### src/rtl/alu_muldiv.sv
// Iterative multiply/divide unit with architectural HI/LO registers.
// MULT/MULTU use shift-add, DIV/DIVU use restoring division, one bit per clock.
module alu_muldiv #(
  parameter int WIDTH = 32,
  parameter int CNT_W = $clog2(WIDTH+1)
) (
  input  logic             clk,
  input  logic             reset,
  input  logic             start,
  input  logic [2:0]       op,
  input  logic [WIDTH-1:0] src_a,
  input  logic [WIDTH-1:0] src_b,
  output logic             busy,
  output logic             done,
  output logic             div_by_zero,
  output logic [WIDTH-1:0] hi,
  output logic [WIDTH-1:0] lo
);

  localparam logic [2:0] OP_MULTU = 3'b000;
  localparam logic [2:0] OP_MULT  = 3'b001;
  localparam logic [2:0] OP_DIVU  = 3'b010;
  localparam logic [2:0] OP_DIV   = 3'b011;
  localparam logic [2:0] OP_MTHI  = 3'b100;
  localparam logic [2:0] OP_MTLO  = 3'b101;

  typedef enum logic [1:0] {S_IDLE, S_RUN, S_FINISH} state_t;

  state_t               state_q;
  logic [CNT_W-1:0]     cnt_q;
  logic                 is_div_q, neg_q, neg_rem_q, dbz_q;
  logic [2*WIDTH-1:0]   acc_q;
  logic [WIDTH:0]       rem_q;
  logic [WIDTH-1:0]     opb_q;
  logic                 busy_q, done_q, dbz_out_q;
  logic [WIDTH-1:0]     hi_q, lo_q;

  logic                 sa, sb;
  logic [WIDTH-1:0]     mag_a, mag_b;
  logic [WIDTH:0]       msum;
  logic [WIDTH+1:0]     dshift, diff;
  logic                 qbit;
  logic [2*WIDTH-1:0]   mul_d, div_d, prod;
  logic [WIDTH:0]       rem_d;
  logic [WIDTH-1:0]     quo_fin, rem_fin;

  function automatic logic [WIDTH-1:0] neg_if(input logic n, input logic [WIDTH-1:0] v);
    return n ? (~v + WIDTH'(1)) : v;
  endfunction

  function automatic logic [2*WIDTH-1:0] neg2_if(input logic n, input logic [2*WIDTH-1:0] v);
    return n ? (~v + (2*WIDTH)'(1)) : v;
  endfunction

  always_comb begin
    // Sign extraction only for the signed ops; the most-negative value maps to itself, which is its correct unsigned magnitude.
    sa    = op[0] & src_a[WIDTH-1];
    sb    = op[0] & src_b[WIDTH-1];
    mag_a = neg_if(sa, src_a);
    mag_b = neg_if(sb, src_b);

    msum  = {1'b0, acc_q[2*WIDTH-1:WIDTH]} + (acc_q[0] ? {1'b0, opb_q} : '0);
    mul_d = {msum, acc_q[WIDTH-1:1]};

    dshift = {rem_q, acc_q[WIDTH-1]};
    diff   = dshift - {2'b00, opb_q};
    qbit   = 1'b0;
    rem_d  = dshift[WIDTH:0];
    if (!diff[WIDTH+1]) begin
      qbit  = 1'b1;
      rem_d = diff[WIDTH:0];
    end
    div_d = {acc_q[2*WIDTH-1:WIDTH], acc_q[WIDTH-2:0], qbit};

    prod    = neg2_if(neg_q, acc_q);
    quo_fin = neg_if(neg_q, acc_q[WIDTH-1:0]);
    rem_fin = neg_if(neg_rem_q, rem_q[WIDTH-1:0]);
  end

  always_ff @(posedge clk) begin
    if (reset) begin
      state_q   <= S_IDLE;
      busy_q    <= 1'b0;
      done_q    <= 1'b0;
      dbz_out_q <= 1'b0;
      hi_q      <= '0;
      lo_q      <= '0;
    end else begin
      done_q    <= 1'b0;
      dbz_out_q <= 1'b0;
      case (state_q)
        S_IDLE: begin
          if (start) begin
            case (op)
              OP_MULTU, OP_MULT: begin
                acc_q    <= {{WIDTH{1'b0}}, mag_b};
                opb_q    <= mag_a;
                neg_q    <= sa ^ sb;
                is_div_q <= 1'b0;
                dbz_q    <= 1'b0;
                cnt_q    <= CNT_W'(WIDTH);
                busy_q   <= 1'b1;
                state_q  <= S_RUN;
              end
              OP_DIVU, OP_DIV: begin
                acc_q     <= {{WIDTH{1'b0}}, mag_a};
                rem_q     <= '0;
                opb_q     <= mag_b;
                neg_q     <= sa ^ sb;
                neg_rem_q <= sa;
                is_div_q  <= 1'b1;
                dbz_q     <= (src_b == '0);
                cnt_q     <= CNT_W'(WIDTH);
                busy_q    <= 1'b1;
                state_q   <= (src_b == '0) ? S_FINISH : S_RUN;
              end
              OP_MTHI: begin
                hi_q   <= src_a;
                done_q <= 1'b1;
              end
              OP_MTLO: begin
                lo_q   <= src_a;
                done_q <= 1'b1;
              end
              default: ;
            endcase
          end
        end
        S_RUN: begin
          acc_q <= is_div_q ? div_d : mul_d;
          if (is_div_q) rem_q <= rem_d;
          cnt_q <= cnt_q - CNT_W'(1);
          if (cnt_q == CNT_W'(1)) state_q <= S_FINISH;
        end
        S_FINISH: begin
          state_q   <= S_IDLE;
          busy_q    <= 1'b0;
          done_q    <= 1'b1;
          dbz_out_q <= dbz_q;
          if (!dbz_q) begin
            if (is_div_q) begin
              hi_q <= rem_fin;
              lo_q <= quo_fin;
            end else begin
              hi_q <= prod[2*WIDTH-1:WIDTH];
              lo_q <= prod[WIDTH-1:0];
            end
          end
        end
        default: state_q <= S_IDLE;
      endcase
    end
  end

  assign busy        = busy_q;
  assign done        = done_q;
  assign div_by_zero = dbz_out_q;
  assign hi          = hi_q;
  assign lo          = lo_q;

endmodule

### config.mk
export PLATFORM = sky130hd
export DESIGN_NAME = alu_muldiv
export DESIGN_NICKNAME = d
export VERILOG_FILES = /design/src/rtl/alu_muldiv.sv
export SDC_FILE = /design/constraint.sdc
export NUM_CORES = 1
export LEC_CHECK = 0
export CORE_ASPECT_RATIO = 2
export CORE_MARGIN = 2
export CORE_UTILIZATION = 45
export DETAILED_ROUTE_END_ITERATION = 8
export SETUP_SLACK_MARGIN = 0.15
export SYNTH_ARGS = -nofsm -noshare
export SYNTH_HDL_FRONTEND = slang
export SYNTH_SLANG_ARGS = --single-unit
### constraint.sdc
create_clock -name clk -period 7.41 [get_ports clk]
set_clock_uncertainty 0.05 [all_clocks]
set_input_delay 1.482 -clock clk [delete_from_list [all_inputs] [get_ports clk]]
set_output_delay 1.482 -clock clk [all_outputs]
set_load 0.02 [all_outputs]
Word level (Yosys, flattened, before mapping)
Cells that the tools add are included.
W data, S select, Z words.

word-level totals
  input port bits = 70
  word-level logic and storage cells = 116
  output and inout port bits = 67
  bits in registers = 208

cells by class
  $add $sub $neg = 8
  reduce and logical (&&, ||, !) cells = 22
  equality and inequality tests = 18
  mux-type cells = 43
  bitwise gates (word level) = 10

operators with widths
  kind                     number
  $mux W32                 13
  $pmux W64 S2             2
  $mux W64                 3
  $pmux W32 S2             3
  $mux W33                 4
  $add A32 B1 Y32 const B  4
  $not A32 Y32             4
  $pmux W33 S2             1
  $add A64 B1 Y64 const B  1
  $not A64 Y64             1
  $sub A34 B32 Y34         1
  $add A32 B32 Y33         1
  $logic_not A32 Y1        1
  $reduce_and A4 Y1        7
  $mux W6                  2
  $ne A2 B2 Y1 const B     6
  $pmux W6 S2              1
  $reduce_and A5 Y1        2
  $pmux W1 S2              4
  $pmux W2 S2              2
  $reduce_or A2 Y1         4
  $eq A3 B2 Y1 const B     2
  $eq A3 B3 Y1 const B     2
  $eq A6 B1 Y1 const B     1
  other kinds (16)         29

Depth between registers and ports, before layout
  depth after elaboration = 6
  gate-level depth with buffers = 14
  gate-level depth less buffers = 13

Worst setup path after synthesis
OpenSTA, ideal clock, no wires.

  kind = input to register
  from = in start
  to = reg neg_rem_q, enable pin
  required time = 7054 ps
  setup slack = 1459 ps
  data arrival time = 5595 ps
  stages = 3
  library setup time = 306 ps
  buffers on the path = 0
  cells stage by stage = or2b_2 nor4_1 and2_1

between the ends
  cells in the longest elaborated chain, start to end = 1

RTL lines
  what                         RTL line  source
  start, declared              9         input logic start,
  $reduce_and A4 Y1 (no line)  n/a
  end signal, assigned         110       neg_rem_q <= sa;
  end, declared                31        logic is_div_q, neg_q, neg_rem_q, dbz_q;

No other way between the ends.
A chain may end at the register's enable or synchronous reset.

Worst setup path in the final report
  from = reg rem_q[6]
  to = reg rem_q[27], data pin

between the ends
  cells in the longest elaborated chain, start to end = 4

RTL lines
  what                    RTL line  source
  start, declared         33        logic [WIDTH:0] rem_q;
  start signal, assigned  131       if (is_div_q) rem_q <= rem_d;
  $sub A34 B32 Y34        66        diff = dshift - {2'b00, opb_q};
  $mux W33                69        if (!diff[WIDTH+1]) begin
  $mux W33                131
  $pmux W33 S2            91        case (state_q)

No other way between the ends. The select of a mux whose other input is x is not followed.

==> flow_summary_export.csv <==
group,metric,value,unit
status,status,"complete, no violations",
sta,fin_crit,4.61,ns
floorplanning,start_util,0.457,
grt,antenna_found_initial,0,
synthesis,synthArstFlopShare,0,
detailed_routing,wirelength,68800,um
synthesis,yosys_warnings,0,
critical_path,cp.arrival,4.96,ns
cts,cts.htree.levels,1,
critical_path,end_kind,"register",
cts,cts_tree,"built",
detailed_routing,vias,15902,
synthesis,synth_enable_flop_cells,139,
final_layout,ff_latch_area,5560,um^2
cts,ctsRootBufferMaster,"clkbuf_16",
synthesis,synth.net_count,2114,
critical_path,critPathLaunchType,"register",
detailed_routing,drc_errors,0,
synthesis,syn-cell-area,16400,um^2
place,gp_congestion,1.04,
min_path,hp-class,"register to register",
synthesis,syn_inst,1972,
synthesis,ys_seq_area_frac,0.340,
detailed_routing,drtIter0Drc,1227,
floorplanning,core.rowCount,98,
floorplanning,pin_count,137,
cts,clk_latency,0.56,ns
place,placed_area,18100,um^2
synthesis,syn_avg_cell_area,8.29,um^2
final_layout,multi_input_area,10200,um^2
detailed_routing,drt-pass1-iter-count,7,
floorplanning,core,35800,um^2
run,drv_cap,0,
place,port_buffers,136,
final_layout,finalNetCount,2191,
sta,fmax,217,MHz
power,vdd_drop_max,0.000222,V
sta,finalCritPeriodShare,0.622,
grt,grt.total_usage,0.352,
final_layout,synthToLayoutAreaGrowth,15.5,%
place,dp_hpwl,53700,um
critical_path,crit_fanout,35,
grt,grt_max_degree,86,
final_layout,fin_util,0.528,
floorplanning,fp.dieH,274,um
sta,max_slew.worst_pin.slew,1.24,ns
sta,finalSetupViolCount,0,
final_layout,nFillCells,3472,
detailed_routing,wl_per_cell,27.3,um
detailed_routing,ant_nets,0,
sta,hold_viol,0,
place,post-place-ws,2.32,ns
critical_path,crit_type,"register to register",
final_layout,drive_gt1_frac,0.0465,
sta,rsz0062_at_grt,"false",
cts,post_cts_resized,0,
cts,clock_sinks,208,
synthesis,ys.flop_type,"edfxtp_1",
cts,post_cts_buffers,0,
sta,setup_slack,2.80,ns
cts,ctsLongestPathBuffers,3,
final_layout,final_cell_mix,"nor2_1, nand2_1, a21oi_1",
sta,max_slew_margin,0.168,
power,powerDensity,177,nW/um^2
final_layout,final_common_cell,"nor2_1",
grt,gr-total-overflow,0,
grt,grt_pass1_wl,99900,um
detailed_routing,avgViaCountPerCell,6.32,
floorplanning,dieArea,38000,um^2
sta,fin_setup_tns,0,ns
cts,cts_buffers,24,
sta,final-max-slew-violation-count,0,
power,p_leak,6.95,nW
synthesis,synth_cell_types,69,
floorplanning,dieWidth,139,um
cts,clkTransAtPathRegs,0.07,ns
final_layout,stdcell_area,18900,um^2
critical_path,cp.required,7.76,ns
synthesis,synth_seq_cells,208,
final_layout,antenna_cells,0,
grt,grt_pass1_vias,15910,
cts,cts_hold_buf,0,
cells by family after synthesis:
logic type	share of synthesized area
buffers and inverters	0.0412
adder cells (fa/ha/maj)	0.0560
XOR/XNOR	0.100
flip-flops	0.340
multiplexers	0.0523
AO/OA/AOI/OAI	0.217
AND/OR/NAND/NOR	0.194
cells in the mapped netlist, types with 18 or more instances:
master,count,area (um^2)
dfxtp_1,69,1380
a21o_1,27,203
o31ai_1,40,300
clkbuf_1,90,338
nor2_1,237,890
ha_1,70,876
a21oi_1,174,871
xnor2_1,101,885
xor2_1,86,753
o41ai_1,30,263
nand3_1,38,190
o21a_1,18,135
edfxtp_1,139,4170
inv_1,64,240
a211oi_1,35,263
or3_1,34,213
nand2_1,211,792
a311oi_1,19,166
mux2i_1,81,811
nor3_1,44,220
o21ai_0,137,686
metrics by stage:
stage | hold slack, ns | power (mW) | std cells
after floorplan | 0.449 | 1.78 | 1972
after global placement | 0.400 | 2.06 | 2473
after detailed placement | 0.404 | 2.06 | 2473
after CTS | 0.412 | 3.34 | 2516
after global routing | 0.438 | 3.44 | 2516
final | 0.407 | 3.34 | 2516
sequential cells by signal (all words and copies together), names as in the netlist, 2 cells and up:
register  flops
opb_q        32
rem_q        33
lo           32
cnt_q         6
state_q       2
acc_q        64
hi           32
power breakdown:
group	total (mW)	switching [mW]	internal [mW]
clock	1.28	0.521	0.758
sequential	1.37	0.0676	1.30
combinational	0.689	0.435	0.254
total	3.34	1.02	2.31
cell type report:
cell class	count	share of cell area
repair buffers	157	0.0801
flip-flops and latches	208	0.294
clock buffers	36	0.0391
well taps	450	0.0298
clock inverters	7	0.00477
inverters	65	0.0129
multi-input cells	1593	0.539
final timing paths:
check                           startpoint        end  slack (ns)  cells after the start
worst max register to register    rem_q[6]  rem_q[27]        2.80                      9
worst min-delay path                 lo[6]      lo[6]        0.41                      2
worst min register to register       lo[6]      lo[6]        0.41                      2
worst max-delay path              rem_q[6]  rem_q[27]        2.80                      9
critical path, stage by stage (launching register included):
cell	delay [ns]
edfxtp_1	0.56
ha_1	0.48
nand4_1	0.16
a211oi_1	0.35
o31a_1	0.29
a31oi_1	0.22
o311a_1	0.67
nor2_4	1.03
nand4_1	0.38
a21oi_1	0.25
metal layers:
metal	track usage	routed length, um
met5	0	0
met4	0.347	8280
met3	0.0390	3010
met2	0.651	35600
met1	0.328	21800
(Power assumes the default switching activity.)
